## src/rtl/sig_playback.sv

```systemverilog
// rtl/sig_playback.sv - replays a stored level/duration word sequence onto sigOut
//
// Purpose:
//   Walks a signal-storage memory one word at a time and drives sigOut with
//   each word's level for that word's hold duration. Each word is:
//   [31] level, [30] last-word flag, [29:0] hold duration.
//   The storage owns its address pointer. This block only asks it to rewind
//   or advance, using one-cycle pulses.
//   A pass ends at the word that has the last flag set. The sequence then
//   repeats loopCount times. A loopCount of 0 repeats until stop.
//
// Ports:
//   clk, reset        sole clock; asynchronous active-high reset
//   start             level; accepted only while idle (stop must be low)
//   stop              level; aborts playback from any busy state
//   loopCount         number of passes, captured when start is accepted
//   memData           word currently presented by storage
//   returnToBaseAddr  one-cycle pulse: storage pointer back to base
//   incrementAddr     one-cycle pulse: storage pointer forward by one
//   sigOut            played-back signal
//   busy              high whenever not idle
//   done              one-cycle pulse on normal completion
//   loopDBG           completed-pass counter

module sig_playback #(
    parameter int SETTLE = 3,
    parameter int LOOP_W = 16
) (
    input  logic              clk,
    input  logic              reset,
    input  logic              start,
    input  logic              stop,
    input  logic [LOOP_W-1:0] loopCount,
    input  logic [31:0]       memData,
    output logic              returnToBaseAddr,
    output logic              incrementAddr,
    output logic              sigOut,
    output logic              busy,
    output logic              done,
    output logic [LOOP_W-1:0] loopDBG
);

    localparam int SCNT_W = (SETTLE > 1) ? $clog2(SETTLE) : 1;
    localparam logic [SCNT_W-1:0] SCNT_LAST = SCNT_W'(SETTLE - 1);

    typedef enum logic [2:0] {
        ST_IDLE    = 3'd0,
        ST_REWIND  = 3'd1,
        ST_SETTLE  = 3'd2,
        ST_LOAD    = 3'd3,
        ST_HOLD    = 3'd4,
        ST_ADVANCE = 3'd5,
        ST_FINISH  = 3'd6
    } state_t;

    state_t              state_q,      state_d;
    logic [SCNT_W-1:0]   settle_cnt_q, settle_cnt_d;
    logic [29:0]         hold_cnt_q,   hold_cnt_d;
    logic                last_q,       last_d;
    logic [LOOP_W-1:0]   loop_max_q,   loop_max_d;
    logic [LOOP_W-1:0]   loop_cnt_q,   loop_cnt_d;
    logic                sig_q,        sig_d;
    logic                busy_q,       busy_d;
    logic                done_q,       done_d;
    logic                inc_q,        inc_d;
    logic                ret_q,        ret_d;

    // Pass count after the current pass completes. It saturates at all-ones,
    // so an infinite run can never wrap the debug counter back to zero.
    logic [LOOP_W-1:0]   loop_inc;

    always_comb begin
        state_d      = state_q;
        settle_cnt_d = settle_cnt_q;
        hold_cnt_d   = hold_cnt_q;
        last_d       = last_q;
        loop_max_d   = loop_max_q;
        loop_cnt_d   = loop_cnt_q;
        sig_d        = sig_q;
        loop_inc     = (&loop_cnt_q) ? loop_cnt_q : loop_cnt_q + 1'b1;

        case (state_q)
            ST_IDLE: begin
                if (start && !stop) begin
                    state_d    = ST_REWIND;
                    loop_max_d = loopCount;
                    loop_cnt_d = '0;
                end
            end
            ST_REWIND: begin
                state_d      = ST_SETTLE;
                settle_cnt_d = '0;
            end
            ST_SETTLE: begin
                // Storage needs time to move its pointer and read the word.
                // memData is not trusted until this count runs out.
                if (settle_cnt_q == SCNT_LAST) begin
                    state_d = ST_LOAD;
                end else begin
                    settle_cnt_d = settle_cnt_q + 1'b1;
                end
            end
            ST_LOAD: begin
                sig_d  = memData[31];
                last_d = memData[30];
                // A zero duration still holds for one cycle. This keeps the
                // per-word period at a minimum of SETTLE + 3.
                hold_cnt_d = (memData[29:0] == 30'd0) ? 30'd1 : memData[29:0];
                state_d    = ST_HOLD;
            end
            ST_HOLD: begin
                if (hold_cnt_q == 30'd1) begin
                    if (last_q) begin
                        loop_cnt_d = loop_inc;
                        if ((loop_max_q == '0) || (loop_inc < loop_max_q)) begin
                            state_d = ST_REWIND;
                        end else begin
                            state_d = ST_FINISH;
                        end
                    end else begin
                        state_d = ST_ADVANCE;
                    end
                end else begin
                    hold_cnt_d = hold_cnt_q - 30'd1;
                end
            end
            ST_ADVANCE: begin
                state_d      = ST_SETTLE;
                settle_cnt_d = '0;
            end
            ST_FINISH: begin
                state_d = ST_IDLE;
                sig_d   = 1'b0;
            end
            default: begin
                state_d = ST_IDLE;
                sig_d   = 1'b0;
            end
        endcase

        // stop overrides everything the state decode chose. That includes a
        // pass-end increment and any rewind/advance that was about to start.
        if (stop && (state_q != ST_IDLE)) begin
            state_d    = ST_IDLE;
            sig_d      = 1'b0;
            loop_cnt_d = loop_cnt_q;
        end

        // The outputs are registered decodes of the state being entered.
        // Each pulse is therefore high for exactly the one cycle that is
        // spent in its state.
        busy_d = (state_d != ST_IDLE);
        ret_d  = (state_d == ST_REWIND);
        inc_d  = (state_d == ST_ADVANCE);
        done_d = (state_d == ST_FINISH);
    end

    always_ff @(posedge clk or posedge reset) begin
        if (reset) begin
            state_q      <= ST_IDLE;
            settle_cnt_q <= '0;
            hold_cnt_q   <= '0;
            last_q       <= 1'b0;
            loop_max_q   <= '0;
            loop_cnt_q   <= '0;
            sig_q        <= 1'b0;
            busy_q       <= 1'b0;
            done_q       <= 1'b0;
            inc_q        <= 1'b0;
            ret_q        <= 1'b0;
        end else begin
            state_q      <= state_d;
            settle_cnt_q <= settle_cnt_d;
            hold_cnt_q   <= hold_cnt_d;
            last_q       <= last_d;
            loop_max_q   <= loop_max_d;
            loop_cnt_q   <= loop_cnt_d;
            sig_q        <= sig_d;
            busy_q       <= busy_d;
            done_q       <= done_d;
            inc_q        <= inc_d;
            ret_q        <= ret_d;
        end
    end

    assign returnToBaseAddr = ret_q;
    assign incrementAddr    = inc_q;
    assign sigOut           = sig_q;
    assign busy             = busy_q;
    assign done             = done_q;
    assign loopDBG          = loop_cnt_q;

endmodule

```

## config.mk

```make
export PLATFORM = sky130hd
export DESIGN_NAME = sig_playback
export DESIGN_NICKNAME = d
export VERILOG_FILES = /design/src/rtl/sig_playback.sv
export SDC_FILE = /design/constraint.sdc
export NUM_CORES = 1
export LEC_CHECK = 0
export ABC_CLOCK_PERIOD_IN_PS = 3110
export BUFFER_PORTS_ARGS = -buffer_cell sky130_fd_sc_hd__buf_2
export CORE_AREA = 2 2 119 121
export CTS_CLUSTER_SIZE = 12
export DETAILED_ROUTE_END_ITERATION = 8
export DIE_AREA = 0 0 121 123
export GPL_ROUTABILITY_DRIVEN = 1
export PLACE_DENSITY = 0.55
export SETUP_SLACK_MARGIN = 0.1
export SYNTH_ARGS = -nofsm -noshare
export SYNTH_HDL_FRONTEND = slang
export SYNTH_SLANG_ARGS = --single-unit
```

## constraint.sdc

```tcl
create_clock -name clk -period 3.11 [get_ports clk]
set_input_delay 0.4665 -clock clk [delete_from_list [all_inputs] [get_ports clk]]
set_output_delay 0.4665 -clock clk [all_outputs]
set_load 0.03 [all_outputs]
```

* Word-level counts from Yosys, hierarchy flattened *
Index checks and enable logic that the tools add are counted.

word-level totals
  flip-flop bits (word level) = 73
  bits of input ports = 52
  output and inout bits = 21
  word-level logic and storage cells = 70

cells by class
  add/subtract/negate cells = 3
  magnitude comparators = 1
  equal/unequal tests = 16
  mux-type cells = 19
  bitwise gates (word level) = 1
  reduce and logical (&&, ||, !) cells = 19

operators by type and width
  kind                   count
  $mux 16                4
  $mux 30                2
  $pmux 30 s2            1
  $pmux 16 s2            1
  $eq 30x1->1 const B    1
  $logic_not 30->1       1
  $sub 30x1->30 const B  1
  $mux 3                 6
  $add 16x1->16 const B  1
  $logic_not 16->1       1
  $lt 16x16->1           1
  $reduce_and 16->1      1
  $pmux 3 s5             1
  $eq 3x3->1 const B     4
  $ne 2x2->1 const B     5
  $eq 3x1->1 const B     2
  $eq 3x2->1 const B     2
  $reduce_and 2->1       3
  $reduce_bool 2->1      3
  $reduce_bool 3->1      2
  $reduce_and 5->1       1
  $reduce_or 5->1        1
  $pmux 2 s2             1
  $logic_not 3->1        1
  other kinds (11)       12

* Longest topological paths before layout *
Gate-level depths: netlist (run 1).

  word-level depth = 10
  gate-level depth with buffers = 14
  mapped depth without buffers = 14

* Least setup slack after synthesis (run 1) *
Ideal clock, no wire load.

  path type = reg-to-reg
  start point = register loop_cnt_q[0] (netlist: loopDBG[0])
  end point = register busy_q (netlist: busy)
  library setup time = 146 ps
  arrival time = 3,449 ps
  data required time = 2,964 ps
  setup slack = -485 ps
  stages on the path, launching flop included = 14
  path buffers = 0
  period minus slack after synthesis = 3,595 ps
  path through = dfrtp_1 -> ha_1 -> nand3_1 -> or2_2 -> nor3b_1 -> and3_1 -> xor2_1 -> ha_1 -> nor2_1 -> nor2_1 -> a211oi_1 -> o211ai_1 -> a311oi_1 -> o211ai_1

between the ends
  word-level cells in the longest chain between the ends = 10
  elaborated cells on any way between the ends = 11
  classes of those cells = add/sub: 1; order compare: 1; mux: 6; reduce/logical: 3

RTL lines
  what                                                RTL line  RTL
  start: declaration                                  61        logic [LOOP_W-1:0] loop_cnt_q, loop_cnt_d;
  start signal: assignment                            177       loop_cnt_q <= loop_cnt_d;
  $add 16x1->16 or $reduce_and 16->1 (tied branches)  80        loop_inc = (&loop_cnt_q) ? loop_cnt_q : loop_cnt_q + 1'b1;
  $mux 16 (*)                                         80
  $lt 16x16->1 (*)                                    115       if ((loop_max_q == '0) || (loop_inc < loop_max_q)) begin
  $logic_or 1x1->1 (*)                                115
  $mux 3 (*)                                          115
  $mux 3 (*)                                          113       if (last_q) begin
  $mux 3 (*)                                          112       if (hold_cnt_q == 30'd1) begin
  $pmux 3 s5 (*)                                      82        case (state_q)
  $mux 3 (*)                                          143       if (stop && (state_q != ST_IDLE)) begin
  $reduce_bool 3->1 (*)                               152       busy_d = (state_d != ST_IDLE);
  via busy_d                                          63        logic busy_q, busy_d;
  end signal: assignment                              179       busy_q <= busy_d;
  end: declaration                                    63

Mark *: on every way through the listed nets, which the timed path passes. The rest lies on a longest branch.
A chain may end at the register's enable or synchronous reset.

* Worst setup path in the final report (run 1) *
Ends and elaborated chain as after synthesis.

==> run summary, run 1 <==
The growth of design area from synthesis to finish is 31.8%. The fraction of the cycle the final worst path needs is 107%. The floorplan step defined a die boundary enclosing roughly 0.015 mm^2. The number of remaining DRC errors came out at 0. The combined area of all synthesized cells came out at approximately 0.0047 mm^2. The post-placement cell area came out at 0.00566 mm^2. The aggregate routed wire length is about 14000 um. The fraction of post-synthesis cell area in the top cell type by area came out at slightly below 40%. The max-cap violation count came out at 0.

The signal on the critical path passes through and4_1 -> nand4_1 -> buf_6 -> nor4b_4 -> and3_4 -> xor2_2 -> ha_1 -> nand3_2 -> nor2_2 -> a211oi_2 -> o211ai_1 -> buf_4 -> a211oi_4 -> o211ai_1. Timing would allow up to 301 MHz. The final core utilization came out at 45.1%. Once routing completed, OpenROAD measured the worst setup slack at -0.214 ns. The tightest min-delay check is of the primary input to asynchronous set/reset pin type. The clock reaches the later pin of the worst-skew pair after 0.35 ns.

The cell type with the highest occurrence count on the critical path is sky130_fd_sc_hd__o211ai_1. The placement row count is 43. The number of register bits inferred by synthesis came out at 73. Setup repair after global routing could not meet its margin everywhere. The final setup skew came out at around 0.0083 ns.

At the worst endpoint, the arrival time is 3.52 ns. Counting every net in the synthesized netlist gives 612. The hold buffer count at CTS is 0.

met2 is the most crowded layer. Counting every sink on the clock net gives 73. TritonCTS created 9 clock buffers. The required arrival time at the worst endpoint came out at between 3 and 4 ns. In this run the remaining antenna-violating nets after routing total 0. For this run the aggregate overflow at the end of global routing stands at 0. The number of antenna diodes in the final layout is 0. The share of final-layout standard cells stronger than drive strength 1 came out at between 30% and 40%.

The run finished, with violations left. The clock-pin slew on the worst setup and hold paths came out at 0.06 ns. The number of fillers in the final layout came out at 1326. Across the VDD grid, the largest voltage drop is 293 uV. The aggregate global-route resource usage came out at 19.6%. TritonCTS built the clock tree. Once the floorplan was initialized, standard cells occupied around a third of the core. The slowest stage of the critical path belongs to the cell sky130_fd_sc_hd__dfrtp_2. Global routing consumed, on the met2 layer, 33.4% of the routing resources. The met3 routing resource usage after global routing came out at 3.74%. The final-report max-slew violation count came out at 0.

The maximum fanout along the worst path came out at 5. The clock period minus worst slack is 3.32 ns. In this run, placement finished with an instance count of 827. After synthesis, the cell types taking the most area are sky130_fd_sc_hd__dfrtp_1 39%, sky130_fd_sc_hd__o21ai_0 6.2%, sky130_fd_sc_hd__ha_1 5.1%. The final route contains approximately 4600 vias. The worst setup path is launched from a flop.

The synthesis warning total came out at 0. The number of antenna violations at the first check in global routing is 0. In the synthesized netlist, the cells that appear most often are 73 x sky130_fd_sc_hd__dfrtp_1, 58 x sky130_fd_sc_hd__o21ai_0, 52 x sky130_fd_sc_hd__nor2_1. The analysis attributes to cell leakage a power of ~2.8 nW.

The area of the core region is about 0.014 mm^2. The count of placed standard cells in the final layout, fillers left out is roughly 850. The half-perimeter wire length of the detailed placement result is 10500 um. The number of global-route vias before repair is ~4500. The count of endpoints failing hold in the final timing report is 0. The total I/O pin count is 73. sky130_fd_sc_hd__dfrtp_1 takes more of the synthesized area than any other cell. The global placer's final weighted congestion is 0.877. The cell count after synthesis came out at 541. In this run the power density over the cells is 581 mW/mm^2. The final reports fail on setup timing. The count of input and output buffers is 72. The x dimension of the die is 121 um. After the first detailed-routing iteration, the DRC count stood at 307. The number of nets in the final layout came out at 738. STA classifies the critical path endpoint as a flop.

The number of search-and-repair iterations in the first detailed-routing pass is 4. Setup violations remaining at the end of the flow were counted as 7. The first global-routing pass estimated 23000 um of wire.

In the post-synthesis netlist, the cell with the most instances is sky130_fd_sc_hd__dfrtp_1. The proportion of register bits with asynchronous set or reset after synthesis came out at 100%. Global routing consumed, on the met1 layer, 25.3% of the routing resources. The sequential area share after synthesis is between 30% and 40%. The count of distinct cell types in the synthesized netlist came out at 61.

The height of the die is approximately 120 um. The routed length per instance is approximately 16 um. After routing the design area is a little over 0.006 mm^2. The leading register cell type out of synthesis is sky130_fd_sc_hd__dfrtp_1. At the pin with the least slew margin, the transition time is 0.834 ns. The headroom to the max-slew limit came out at 43.9%. The startpoint-to-endpoint class of the critical path is flop to flop. The mean instance size in the synthesized netlist is 8.61 um^2. The number of enable-type register cells in the synthesized netlist is 0. The routed via count divided by cell count came out at 5.42.

The tree is rooted in a sky130_fd_sc_hd__clkbuf_16. The largest buffer count on any clock path came out at 2. The number of H-tree branching levels came out at 3. The highest cell delay on the worst timing path came out at 0.40 ns. The maximum number of pins on one net before global-route repair is 43.
[worst paths after layout]
kind | from | endpoint | slack, ns | cells after the start
hold reg to reg | loop_max_q[0] | loop_max_q[0] | 0.52 | 2
hold / removal | reset | hold_cnt_q[24] | 0.16 | 2
max in group asynchronous | reset | loopDBG[3] | 2.15 | 3
setup / recovery | loopDBG[0] | busy | -0.21 | 14
min in group clk | loopCount[14] | loop_max_q[14] | 0.32 | 3
setup reg to reg | loopDBG[0] | busy | -0.21 | 14
[cell families (layout without fill, tap and decap cells)]
| group | count (synthesis) | in the layout | synth area share [%] |
|---|---|---|---|
| compound gates | 156 | 156 | 20.8 |
| flops | 73 | 73 | 39.2 |
| fa+ha+maj | 19 | 19 | 5.10 |
| mux | 16 | 16 | 3.68 |
| buf+inv | 48 | 179 | 4.51 |
| simple gates | 216 | 216 | 24.2 |
| xor+xnor | 13 | 13 | 2.44 |
[final cells by class]
type / count / area, um^2 / area share (%)
Clock buffer: 12 / 267 / 4.34
Inverter: 24 / 90.1 / 1.47
Multi-Input combinational cell: 420 / 2800 / 45.6
Tap cell: 180 / 225 / 3.67
Sequential cell: 73 / 1840 / 29.9
Clock inverter: 4 / 50.0 / 0.815
Timing Repair Buffer: 139 / 871 / 14.2
[critical path: cells and delay by family, from the launching register on]
kind	cells	cell delay, ns
simple gates	6	1.02
buf+inv	2	0.36
compound gates	4	0.94
fa+ha+maj	1	0.28
xor+xnor	1	0.18
flops	1	0.40
[registers in the layout (all words and copies together), names as in the netlist]
register          flops
returnToBaseAddr      1
last_q                1
hold_cnt_q           30
loopDBG              16
sigOut                1
loop_max_q           16
settle_cnt_q          2
busy                  1
incrementAddr         1
done                  1
state_q               3
[cell usage in the layout (no fill, tap or decap), types with 3 or more instances in the layout]
cell type and n:
sky130_fd_sc_hd__mux2_2 9, sky130_fd_sc_hd__xnor2_1 3, sky130_fd_sc_hd__dfrtp_1 65, sky130_fd_sc_hd__xor2_2 4, sky130_fd_sc_hd__a21o_1 7, sky130_fd_sc_hd__o22ai_1 5, sky130_fd_sc_hd__a22oi_1 8, sky130_fd_sc_hd__nand2b_1 3
sky130_fd_sc_hd__ha_1 18, sky130_fd_sc_hd__dfrtp_2 8, sky130_fd_sc_hd__clkbuf_8 3, sky130_fd_sc_hd__nor3b_1 3, sky130_fd_sc_hd__buf_4 65, sky130_fd_sc_hd__clkbuf_16 9, sky130_fd_sc_hd__and2_1 4, sky130_fd_sc_hd__nor3_2 4
sky130_fd_sc_hd__nor3_1 22, sky130_fd_sc_hd__nand2_1 50, sky130_fd_sc_hd__and3_4 3, sky130_fd_sc_hd__o22a_1 3, sky130_fd_sc_hd__or3_1 3, sky130_fd_sc_hd__o211ai_1 4, sky130_fd_sc_hd__nand4_1 15, sky130_fd_sc_hd__mux2i_1 7
sky130_fd_sc_hd__a21oi_1 33, sky130_fd_sc_hd__xor2_1 4, sky130_fd_sc_hd__inv_2 3, sky130_fd_sc_hd__nand3_1 13, sky130_fd_sc_hd__buf_2 72, sky130_fd_sc_hd__o21ai_0 55, sky130_fd_sc_hd__a22o_1 7, sky130_fd_sc_hd__nor2_1 50
sky130_fd_sc_hd__o21ai_1 4, sky130_fd_sc_hd__a31oi_1 6, sky130_fd_sc_hd__or2_2 3, sky130_fd_sc_hd__inv_1 21, sky130_fd_sc_hd__nor4_1 19
[stage by stage]
stage               setup TNS [ns]  setup WS, ns  hold slack [ns]  power, W
finish                      -0.989        -0.214            0.155   0.00357
CTS                         -0.758        -0.197            0.168   0.00360
detailed placement           -2.42        -0.452            0.508   0.00247
global route                 -2.01        -0.347            0.193   0.00383
global placement             -1.85        -0.350            0.501   0.00243
floorplan                   -0.647        -0.211            0.460   0.00214
[what timing repair did]
item                       CTS  global route
buffers inserted             6             6
pin swaps                   20            17
gates resized for setup     12             9
setup endpoints to repair    7            16
[power by group]
part           switching, W  internal [W]  total, W
clock              0.000415      0.000685   0.00110
sequential         0.000319       0.00124   0.00156
combinational      0.000522      0.000380  0.000903
[routing by layer]
layer | vias to the layer above | wire length (um)
li1 | 2250 | -
met2 | 104 | 6830
met5 | - | 0
met3 | 9 | 541
met4 | 0 | 138
met1 | 2258 | 6430
(Power assumes the default switching activity.)
==> run 2: changes to the inputs <==
--- a/config.mk
+++ b/config.mk
@@ -12,7 +12,7 @@
 export DETAILED_ROUTE_END_ITERATION = 8
 export DIE_AREA = 0 0 121 123
 export GPL_ROUTABILITY_DRIVEN = 1
-export PLACE_DENSITY = 0.55
+export PLACE_DENSITY = 0.58
 export SETUP_SLACK_MARGIN = 0.1
 export SYNTH_ARGS = -nofsm -noshare
 export SYNTH_HDL_FRONTEND = slang
==> run summary, run 2 (synthesized netlist as in run 1, its figures left out) <==
The commonest non-fill, non-tap cell in the layout is sky130_fd_sc_hd__buf_2. The critical path ends at busy. The peak supply drop is between 200 and 250 uV. In this run the vertical extent of the chip is 123 um. Tracing the worst setup path back leads to its startpoint at loopDBG[0].

The reg2reg setup slack is -0.12 ns. The clock insertion delay at the later pin of the skew report came out at 0.34 ns. In this run the power density over the cells is 571 mW/mm^2. For this configuration, the core starts out at a cell density of approximately a third. The pre-antenna-repair detailed-routing pass consisted of 5 iterations. The flow ran to the end, but the final reports show violations. The startpoint of the worst register-to-register path is loopDBG[0]. The x dimension of the die is approximately 120 um.

The critical path data arrival time is roughly 3.5 ns. The area of the core region is ~0.014 mm^2. The routed length per instance is 16.1 um. The count of endpoints failing hold in the final timing report came out at 0. The die footprint is between 0.01 and 0.015 mm^2.

The cell count of the worst reg-to-reg path came out at 16. The first global-routing pass estimated ~22000 um of wire. The footprint of the flip-flops and latches came out at 0.00184 mm^2. The number of antenna violations at the first check in global routing is 0. In this run the number of H-tree levels came out at 3. Summing all multi-input logic gate instances after layout gives 0.00276 mm^2. The final-report max-slew violation count came out at 0. Cells fill between 40% and 50% of the core in the end.

The maximum fanout along the worst path came out at 5. The remaining antenna violation count is 0. CTS placed an instance of sky130_fd_sc_hd__clkbuf_16 at the clock tree root. The number of nets in the final layout is 737. The residual overflow from global routing is 0. TritonCTS built the clock tree.

The count of input and output buffers came out at 72. The endpoint kind of the worst setup timing path is a flop. The placement row count is 43. The path class of the lowest-slack min-delay path is primary input to asynchronous set/reset pin. The count of placed standard cells in the final layout, fillers left out came out at 851. The clock-pin slew on the worst setup and hold paths is around 0.060 ns. The hold buffer count at CTS came out at 0. The aggregate global-route resource usage came out at 19.1%. In this run, CTS created clock tree buffers numbering 9. The checks that failed: setup timing. The largest buffer count on any clock path came out at 2.

Clock tree synthesis found a total of 73 sinks. The growth of design area from synthesis to finish is 30.5%. The cell type with the highest occurrence count on the critical path is sky130_fd_sc_hd__buf_4. The maximum clock rate came out at 310 MHz.

The register with the most flip-flops in the layout has 30 of them. The number of DRC violations after detailed-routing iteration 0 came out at 323. The clock period minus worst slack is 3.23 ns.

The highest cell delay on the worst timing path is 0.44 ns. The final worst slack came out at -0.119 ns. Wires add up to 13700 um. The number of placed instances, taps included, is 828.

The headroom to the max-slew limit came out at between 40 and 50%. The startpoint kind of the worst setup timing path is a flop. The final setup skew came out at 0.00544 ns. The final critical path takes up 104% of the cycle. Ranked by flip-flop count, first place goes to hold_cnt_q.

The number of global-route vias before repair came out at between 4000 and 5000. Traced cell by cell, the critical path runs through ha_4 -> nand3_4 -> nor4_4 -> buf_4 -> nor4bb_4 -> and3_4 -> xor2_1 -> ha_1 -> o21ai_1 -> o21ai_1 -> a211oi_2 -> o211ai_1 -> buf_4 -> a211o_1 -> buf_4 -> o211ai_1. After filler insertion, the fill cell instance count of the layout stands at ~1400. Leaving out fill and tap cells, the most frequent cells in the layout are 72 x sky130_fd_sc_hd__buf_2, 65 x sky130_fd_sc_hd__dfrtp_1, 63 x sky130_fd_sc_hd__buf_4. The routed via count divided by cell count is 5.37. The worst setup path is of the flop to flop kind. The number of remaining DRC errors came out at 0.

At the pin with the least slew margin, the transition time is 0.823 ns. The max-cap violation count came out at 0. The required arrival time at the worst endpoint came out at 3.36 ns. In this run the critical register-to-register path is captured at busy. Of the cells placed in the final design, the portion with a size suffix greater than 1 is 30.3%.

Setup violations remaining at the end of the flow were counted as 6. Setup repair after global routing could not meet its margin everywhere. Pin placement for this block handled 73 I/O pins. The final route contains between 4000 and 5000 vias.

On the critical path, the stage with the largest delay is an instance of sky130_fd_sc_hd__dfrtp_2. The number of diodes is 0. The half-perimeter wire length of the detailed placement result came out at approximately 10000 um.

For this design the static power due to leakage is ~2.8 nW. The global placer's final weighted congestion came out at between 0.8 and 0.9. The maximum number of pins on one net before global-route repair came out at 74.
[run 2: worst min path at each step]
| stage | endpoint | slack, ns | depth (start not counted) |
|---|---|---|---|
| 2_1_floorplan | loop_max_q[0] | 0.46 | 2 |
| 3_3_place_gp | sigOut | 0.49 | 2 |
| 3_5_place_dp | sigOut | 0.50 | 2 |
| 4_1_cts | loopDBG[2] | 0.23 | 3 |
| 5_1_grt | loopDBG[7] | 0.24 | 3 |
| 6_report | loopDBG[9] | 0.21 | 3 |
[run 2: metrics by stage]
stage	worst slack [ns]	hold slack, ns	cell area (um^2)	total power, W	TNS (ns)
after floorplan	-0.211	0.460	4750	0.00214	-0.647
after global placement	-0.103	0.487	5690	0.00243	-0.349
after detailed placement	-0.222	0.504	5690	0.00249	-1.14
after CTS	-0.0879	0.225	6030	0.00349	-0.255
after global routing	-0.285	0.240	6080	0.00371	-1.64
final	-0.119	0.210	6080	0.00347	-0.521
[run 2: timing repair]
| item | CTS | global route |
|---|---|---|
| gates resized for setup | 7 | 8 |
| buffers inserted | 5 | 3 |
| pin swaps | 18 | 2 |
| endpoints found under the setup margin | 7 | 14 |
[run 2: metal layers]
metal	part of all wire [%]	GRT usage [%]	vias up
met4	1.1	4.80	0
li1	-	-	2249
met1	45	23.9	2206
met5	0	0	-
met2	49	33.3	103
met3	4.9	4.47	13
[run 2: critical path, delay by kind of cell (launching register included)]
family | cells | cell delay, ns
AND/OR/NAND/NOR | 4 | 0.68
flip-flops | 1 | 0.44
AO/OA/AOI/OAI | 6 | 0.97
XOR/XNOR | 1 | 0.14
buffers and inverters | 3 | 0.47
adder cells (fa/ha/maj) | 2 | 0.44
[run 2: layout make-up]
type | instances | area share, %
clock buffers | 13 | 4.28
clock inverters | 3 | 0.247
inverters | 24 | 1.48
multi-input cells | 420 | 45.5
flip-flops and latches | 73 | 30.2
well taps | 180 | 3.71
repair buffers | 138 | 14.6
[run 2: power by group]
part | switching (W) | total, W | internal, W
sequential | 0.000320 | 0.00156 | 0.00125
clock | 0.000394 | 0.000974 | 0.000580
combinational | 0.000533 | 0.000930 | 0.000398
total | 0.00125 | 0.00347 | 0.00222
